**src/rtl/branch_predict_controller_pkg.sv**
```systemverilog
// Shared definitions for the branch predict controller: 2-bit counter
// encodings, the sequential-PC increment and BTB index/tag slicing helpers.
package branch_predict_controller_pkg;

    typedef enum logic [1:0] {
        STRONG_NT = 2'd0,
        WEAK_NT   = 2'd1,
        WEAK_T    = 2'd2,
        STRONG_T  = 2'd3
    } ctr_e;

    localparam logic [31:0] PC_INC = 32'd4;

    // Callers narrow the results to their IDX_W / TAG_W with a size cast.
    function automatic logic [31:0] pc_index(input logic [31:0] pc, input int idx_w);
        return (pc >> 2) & ((32'd1 << idx_w) - 32'd1);
    endfunction

    function automatic logic [31:0] pc_tag(input logic [31:0] pc, input int idx_w);
        return pc >> (idx_w + 2);
    endfunction

    function automatic ctr_e ctr_inc(input ctr_e c);
        return (c == STRONG_T) ? STRONG_T : ctr_e'(c + 2'd1);
    endfunction

    function automatic ctr_e ctr_dec(input ctr_e c);
        return (c == STRONG_NT) ? STRONG_NT : ctr_e'(c - 2'd1);
    endfunction

endpackage

```
**src/rtl/branch_predict_controller_btb_table.sv**
```systemverilog
// Direct-mapped BTB storage: combinational IF read port and a synchronous
// training write port that performs the read-modify-write of the counter.
module branch_predict_controller_btb_table
    import branch_predict_controller_pkg::*;
#(
    parameter int ENTRIES = 16,
    localparam int IDX_W  = $clog2(ENTRIES),
    localparam int TAG_W  = 30 - IDX_W
) (
    input  logic             clk_i,
    input  logic             rst_i,
    input  logic [IDX_W-1:0] rd_idx_i,
    input  logic [TAG_W-1:0] rd_tag_i,
    output logic             rd_taken_o,
    output logic [31:0]      rd_target_o,
    input  logic             wr_en_i,
    input  logic [IDX_W-1:0] wr_idx_i,
    input  logic [TAG_W-1:0] wr_tag_i,
    input  logic             wr_taken_i,
    input  logic             wr_jump_i,
    input  logic [31:0]      wr_target_i
);

    logic             valid_q  [ENTRIES];
    logic [TAG_W-1:0] tag_q    [ENTRIES];
    logic [31:0]      target_q [ENTRIES];
    ctr_e             ctr_q    [ENTRIES];

    logic wr_hit;
    ctr_e ctr_d;

    assign rd_taken_o  = valid_q[rd_idx_i] && (tag_q[rd_idx_i] == rd_tag_i)
                         && (ctr_q[rd_idx_i] inside {WEAK_T, STRONG_T});
    assign rd_target_o = target_q[rd_idx_i];

    assign wr_hit = valid_q[wr_idx_i] && (tag_q[wr_idx_i] == wr_tag_i);

    always_comb begin
        ctr_d = ctr_q[wr_idx_i];
        if (wr_taken_i) begin
            if (wr_jump_i) begin
                ctr_d = STRONG_T;
            end else if (wr_hit) begin
                ctr_d = ctr_inc(ctr_q[wr_idx_i]);
            end else begin
                ctr_d = WEAK_T;
            end
        end else begin
            ctr_d = ctr_dec(ctr_q[wr_idx_i]);
        end
    end

    // A taken resolve always (re)writes the whole entry; on a hit the tag and
    // valid bit are simply rewritten with their current values.
    always_ff @(posedge clk_i or posedge rst_i) begin
        if (rst_i) begin
            for (int i = 0; i < ENTRIES; i++) begin
                valid_q[i]  <= 1'b0;
                tag_q[i]    <= '0;
                target_q[i] <= '0;
                ctr_q[i]    <= STRONG_NT;
            end
        end else if (wr_en_i) begin
            if (wr_taken_i) begin
                valid_q[wr_idx_i]  <= 1'b1;
                tag_q[wr_idx_i]    <= wr_tag_i;
                target_q[wr_idx_i] <= wr_target_i;
                ctr_q[wr_idx_i]    <= ctr_d;
            end else if (wr_hit) begin
                ctr_q[wr_idx_i]    <= ctr_d;
            end
        end
    end

endmodule

```
**src/rtl/branch_predict_controller.sv**
```systemverilog
// Control-flow redirection for the 5-stage pipeline: BTB prediction in IF,
// outcome check, redirect/flush and BTB training in EX, plus perf counters.
module branch_predict_controller
    import branch_predict_controller_pkg::*;
#(
    parameter int ENTRIES = 16,
    parameter int CNT_W   = 32
) (
    input  logic             CLK,
    input  logic             RESET,
    input  logic [31:0]      IF_PC,
    output logic             IF_PRED_TAKEN,
    output logic [31:0]      IF_PRED_TARGET,
    input  logic             EX_VALID,
    input  logic             EX_IS_CTRL,
    input  logic             EX_IS_JUMP,
    input  logic [31:0]      EX_PC,
    input  logic             EX_PRED_TAKEN,
    input  logic [31:0]      EX_PRED_TARGET,
    input  logic             EX_BRANCH_SELECT,
    input  logic [31:0]      EX_TARGET_ADDRESS,
    input  logic             EX_HOLD,
    output logic             REDIRECT,
    output logic [31:0]      REDIRECT_PC,
    output logic             FLUSH_IFID,
    output logic             FLUSH_IDEX,
    output logic [CNT_W-1:0] CTRL_COUNT,
    output logic [CNT_W-1:0] MISPREDICT_COUNT
);

    localparam int IDX_W = $clog2(ENTRIES);
    localparam int TAG_W = 30 - IDX_W;

    logic [IDX_W-1:0] if_idx, ex_idx;
    logic [TAG_W-1:0] if_tag, ex_tag;
    logic             pred_taken;
    logic [31:0]      pred_target;
    logic             res, mis;
    logic [CNT_W-1:0] ctrl_count_q, ctrl_count_d;
    logic [CNT_W-1:0] mis_count_q, mis_count_d;

    assign if_idx = IDX_W'(pc_index(IF_PC, IDX_W));
    assign if_tag = TAG_W'(pc_tag(IF_PC, IDX_W));
    assign ex_idx = IDX_W'(pc_index(EX_PC, IDX_W));
    assign ex_tag = TAG_W'(pc_tag(EX_PC, IDX_W));

    branch_predict_controller_btb_table #(
        .ENTRIES (ENTRIES)
    ) u_btb (
        .clk_i       (CLK),
        .rst_i       (RESET),
        .rd_idx_i    (if_idx),
        .rd_tag_i    (if_tag),
        .rd_taken_o  (pred_taken),
        .rd_target_o (pred_target),
        .wr_en_i     (res),
        .wr_idx_i    (ex_idx),
        .wr_tag_i    (ex_tag),
        .wr_taken_i  (EX_BRANCH_SELECT),
        .wr_jump_i   (EX_IS_JUMP),
        .wr_target_i (EX_TARGET_ADDRESS)
    );

    assign IF_PRED_TAKEN  = pred_taken;
    assign IF_PRED_TARGET = pred_taken ? pred_target : 32'd0;

    // A held instruction resolves only on the cycle it is released.
    assign res = EX_VALID && EX_IS_CTRL && !EX_HOLD;
    assign mis = res && !RESET
                 && ((EX_BRANCH_SELECT != EX_PRED_TAKEN)
                     || (EX_BRANCH_SELECT && (EX_TARGET_ADDRESS != EX_PRED_TARGET)));

    assign REDIRECT    = mis;
    assign FLUSH_IFID  = mis;
    assign FLUSH_IDEX  = mis;
    assign REDIRECT_PC = !mis            ? 32'd0 :
                         EX_BRANCH_SELECT ? EX_TARGET_ADDRESS : EX_PC + PC_INC;

    always_comb begin
        ctrl_count_d = ctrl_count_q;
        mis_count_d  = mis_count_q;
        if (res) begin
            ctrl_count_d = ctrl_count_q + CNT_W'(1);
        end
        if (mis) begin
            mis_count_d = mis_count_q + CNT_W'(1);
        end
    end

    always_ff @(posedge CLK or posedge RESET) begin
        if (RESET) begin
            ctrl_count_q <= '0;
            mis_count_q  <= '0;
        end else begin
            ctrl_count_q <= ctrl_count_d;
            mis_count_q  <= mis_count_d;
        end
    end

    assign CTRL_COUNT       = ctrl_count_q;
    assign MISPREDICT_COUNT = mis_count_q;

endmodule

```
**config.mk**
```make
export PLATFORM = sky130hd
export DESIGN_NAME = branch_predict_controller
export DESIGN_NICKNAME = d
export VERILOG_FILES = /design/src/rtl/branch_predict_controller_pkg.sv /design/src/rtl/branch_predict_controller_btb_table.sv /design/src/rtl/branch_predict_controller.sv
export SDC_FILE = /design/constraint.sdc
export NUM_CORES = 2
export LEC_CHECK = 0
export ABC_AREA = 1
export BUFFER_PORTS_ARGS = -buffer_cell sky130_fd_sc_hd__buf_2
export CAP_MARGIN = 20
export CELL_PAD_IN_SITES_DETAIL_PLACEMENT = 0
export CELL_PAD_IN_SITES_GLOBAL_PLACEMENT = 2
export CORE_MARGIN = 3
export CORE_UTILIZATION = 39
export CTS_BUF_LIST = sky130_fd_sc_hd__clkbuf_16
export CTS_CLUSTER_SIZE = 14
export DETAILED_ROUTE_END_ITERATION = 10
export PLACE_DENSITY = 0.84
export SLEW_MARGIN = 20
export SYNTH_ARGS = -nofsm -noshare
export SYNTH_HDL_FRONTEND = slang
export SYNTH_SLANG_ARGS = --single-unit
```
**constraint.sdc**
```tcl
create_clock -name CLK -period 79.4 [get_ports CLK]
set_input_delay 15.88 -clock CLK [delete_from_list [all_inputs] [get_ports CLK]]
set_output_delay 15.88 -clock CLK [all_outputs]
set_load 0.02 [all_outputs]
```
==> flow_metrics.tcl <==
set metrics [dict create \
    cts_setup_buffers 0 \
    final_nets 7269 \
    max_cap_violations 0 \
    crit_type "in2out" \
    clk_path_buf_depth 3 \
    synth_edf_count 0 \
    synthToLayoutAreaGrowth_pct 10.7 \
    ys.flop_type "dfrtp_1" \
    htree_levels 3 \
    cts_tree "built" \
    rsz0062_at_grt "false" \
    grt_pass1_wl_mm 311 \
    hold_viol 0 \
    hp-start "u_btb.valid_q[5]" \
    seq_area_frac_synth_pct 48.1 \
    row_count 136 \
    wirelength_mm 209 \
    core_sq_um 138000 \
    ys_async_sr_fraction_pct 100 \
    die-width_um 378 \
    grt_max_degree 170 \
    clkSinkCount 1040 \
    clk_pin_slew_ns 0.06 \
    drtIter0Drc 4844 \
    startpoint_type "primary input" \
    grt-ovfl-total 0 \
    yosys_warnings 0 \
    outcome "finished clean" \
    worst_hold_slack_ns 0.467 \
    cp-end-kind "output pin" \
    dp.cells 8801 \
    timing.rr.start "u_btb.tag_q[261]" \
    multi_input_area_sq_um 24000 \
    worst_slew_pin_slew_ns 1.13 \
    timing.setup.tns_ns 0 \
    grt_pass1_vias 47000 \
    post-place-ws_ns 41.98 \
    initial_core_util_pct 39.3 \
    hold_path.class "reg2reg" \
    final-setup-viol-count 0 \
    p_leak_uw 0.0280 \
    vias_per_cell 5.50 \
    clock_skew_ns 0.0331 \
    antenna_found_initial 4 \
    drive_gt1_share_pct 7.86 \
    finalCritPeriodShare_pct 46.7 \
    min_period_ns 37.08 \
    die_area_sq_um 143000 \
    synthDistinctLibCells 43 \
    use_met2_pct 47.3 \
    ys_ff_latch 1040 \
    peakVddDrop_mv 0.0189 \
    worstPathArrival_ns 21.20 \
    wl_per_cell_um 23.1 \
    drv_slew 0 \
    dp_hpwl_mm 121 \
    use_met3_pct 3.48 \
    syn-instance-count 7226 \
    track_usage_pct 28.7 \
    relSlewSlack_pct 23.7 \
    cts-root-buf "clkbuf_16" \
    crit_required_ns 63.52 \
    place_congestion 0.883 \
    holdBufCountCts 0 \
    fin_util_pct 43.5 \
    syn-cell-area_sq_um 54100 \
    route.vias.total 49600 \
    crit_path_start "IF_PC[3]" \
    avgSynthCellArea_sq_um 7.49 \
    top_usage_layer "met2" \
    fillers 14500 \
    synth_nets 7368 \
    ff_latch_area_sq_um 26000 \
    cts_buffers 117 \
    power_density_nw_per_um2 21.8 \
    die_h_um 378 \
    drc 0 \
    antenna_left 0 \
    clk_latency_ns 0.75 \
    drtPass1Iterations 6 \
    crit_path_max_fanout 64 \
    cts-resized-gates 0 \
    met1_usage_pct 39.4 \
    fmax_ghz 0.0270 \
    io_buffers 265 \
    ioPinCount 268 \
    stdcell_count 9022 \
    worst_slack_ns 42.32 \
]
## power by group
part | internal, uW | total, uW | switching, uW | leakage, uW
Combinational | 50.1 | 170 | 120 | 0.0119
Clock | 306 | 539 | 234 | 0.00195
Sequential | 572 | 598 | 26.2 | 0.0141
Total | 928 | 1310 | 380 | 0.0280
## state kept, by name (all words and copies together) (netlist names)
signal and count:
u_btb.target_q 512, u_btb.tag_q 416, CTRL_COUNT 32, MISPREDICT_COUNT 32, u_btb.ctr_q 32, u_btb.valid_q 16
## metrics by stage
stage	instance area, sq um	power (uW)
after detailed placement	56100	777
after global routing	59900	1370
final	59900	1310
after CTS	59900	1320
after floorplan	54100	717
after global placement	56100	774
## cell families after synthesis
group | after synthesis | share of synthesized area [%]
AOI/OAI and AO/OA | 2054 | 20.5
adders and majority gates | 6 | 0.139
buffers and inverters | 1029 | 7.73
and+or+nand+nor | 2992 | 21.8
xor gates and xnor gates | 105 | 1.70
DFF | 1040 | 48.1
## worst max-delay path, cell delays in order
cell and delay [ns]:
buf_8 0.31, buf_4 0.71, buf_4 0.71, buf_4 0.87, a21oi_1 0.06, o21ai_0 0.13, nand3_1 0.11, nand3_1 0.14
nand2_1 0.25, inv_1 0.14, o21ai_0 0.09, nor2_1 0.13, nand4_1 0.09, nor2_1 0.12, nand2_2 0.54, nor3_1 0.47
buf_2 0.24
## worst paths after layout
path / cells after the start / slack, ns / endpoint
min in group asynchronous: 2 / 15.16 / u_btb.tag_q[59]
min: 2 / 0.47 / u_btb.valid_q[5]
max in group asynchronous: 5 / 61.48 / u_btb.ctr_q[8]
min reg2reg: 2 / 0.47 / u_btb.valid_q[5]
max: 17 / 42.32 / IF_PRED_TARGET[22]
max reg2reg: 18 / 76.01 / u_btb.ctr_q[24]
## placed cells by master, fill, tap and decap left out, types with 11 or more instances in the layout
master | synthesis | final
a211oi_1 | 19 | 19
a21oi_1 | 495 | 495
a21oi_2 | 11 | 11
a221oi_1 | 124 | 124
buf_2 | 109 | 260
buf_4 | 16 | 82
bufinv_16 | 0 | 12
clkbuf_16 | 0 | 117
clkinv_1 | 14 | 46
clkinv_2 | 0 | 14
dfrtp_1 | 1040 | 1040
inv_1 | 438 | 467
nand2_1 | 2269 | 2251
nand2_4 | 0 | 16
nand3_1 | 258 | 257
nand4_1 | 28 | 28
nor2_1 | 344 | 340
nor3_1 | 61 | 61
o211ai_1 | 37 | 37
o21ai_0 | 1281 | 1281
o21ai_1 | 23 | 23
o22ai_1 | 14 | 14
o31ai_1 | 33 | 32
xnor2_1 | 37 | 37
xor2_1 | 68 | 68
## synth_stat cells (2+ instances only)
| master | n | area share [%] |
|---|---|---|
| a211oi_1 | 19 | 0.26 |
| buf_4 | 16 | 0.22 |
| nand3b_1 | 2 | 0.028 |
| nor3b_1 | 2 | 0.028 |
| ha_1 | 6 | 0.14 |
| nor3_1 | 61 | 0.56 |
| a31oi_1 | 5 | 0.058 |
| nor4_1 | 10 | 0.12 |
| nor2_2 | 10 | 0.12 |
| o211ai_1 | 37 | 0.51 |
| clkinv_1 | 14 | 0.097 |
| xor2_1 | 68 | 1.1 |
| o21ai_1 | 23 | 0.21 |
| nand3_1 | 258 | 2.4 |
| nor2_1 | 344 | 2.4 |
| clkbuf_1 | 398 | 2.8 |
| buf_6 | 16 | 0.33 |
| nand4_1 | 28 | 0.32 |
| xnor2_1 | 37 | 0.60 |
| o31ai_1 | 33 | 0.46 |
| a21oi_2 | 11 | 0.18 |
| dfrtp_1 | 1040 | 48 |
| a22oi_1 | 2 | 0.028 |
| a221oi_1 | 124 | 2.0 |
| nand2_1 | 2269 | 16 |
| inv_2 | 8 | 0.056 |
| o22ai_1 | 14 | 0.16 |
| o2111ai_1 | 4 | 0.065 |
| buf_1 | 29 | 0.20 |
| a21oi_1 | 495 | 4.6 |
| inv_1 | 438 | 3.0 |
| nor3_2 | 3 | 0.056 |
| o21ai_0 | 1281 | 12 |
| buf_2 | 109 | 1.0 |
| a211o_1 | 2 | 0.032 |
| nand2_2 | 3 | 0.035 |
## routing by layer
layer | up-vias | part of all wire [%]
met5 | - | 0
met4 | 0 | 3.4
met3 | 322 | 5.4
met2 | 1577 | 47
met1 | 24200 | 44
li1 | 23600 | -
## cell type report
| cell class | count | share of cell area [%] |
|---|---|---|
| inverters | 461 | 2.95 |
| diodes | 4 | 0.0167 |
| clock inverters | 99 | 1.39 |
| repair buffers | 350 | 3.41 |
| multi-input cells | 5157 | 40.2 |
| flip-flops and latches | 1040 | 43.5 |
| well taps | 1794 | 3.75 |
| clock buffers | 117 | 4.89 |
Power figures use the tool's default switching activity.
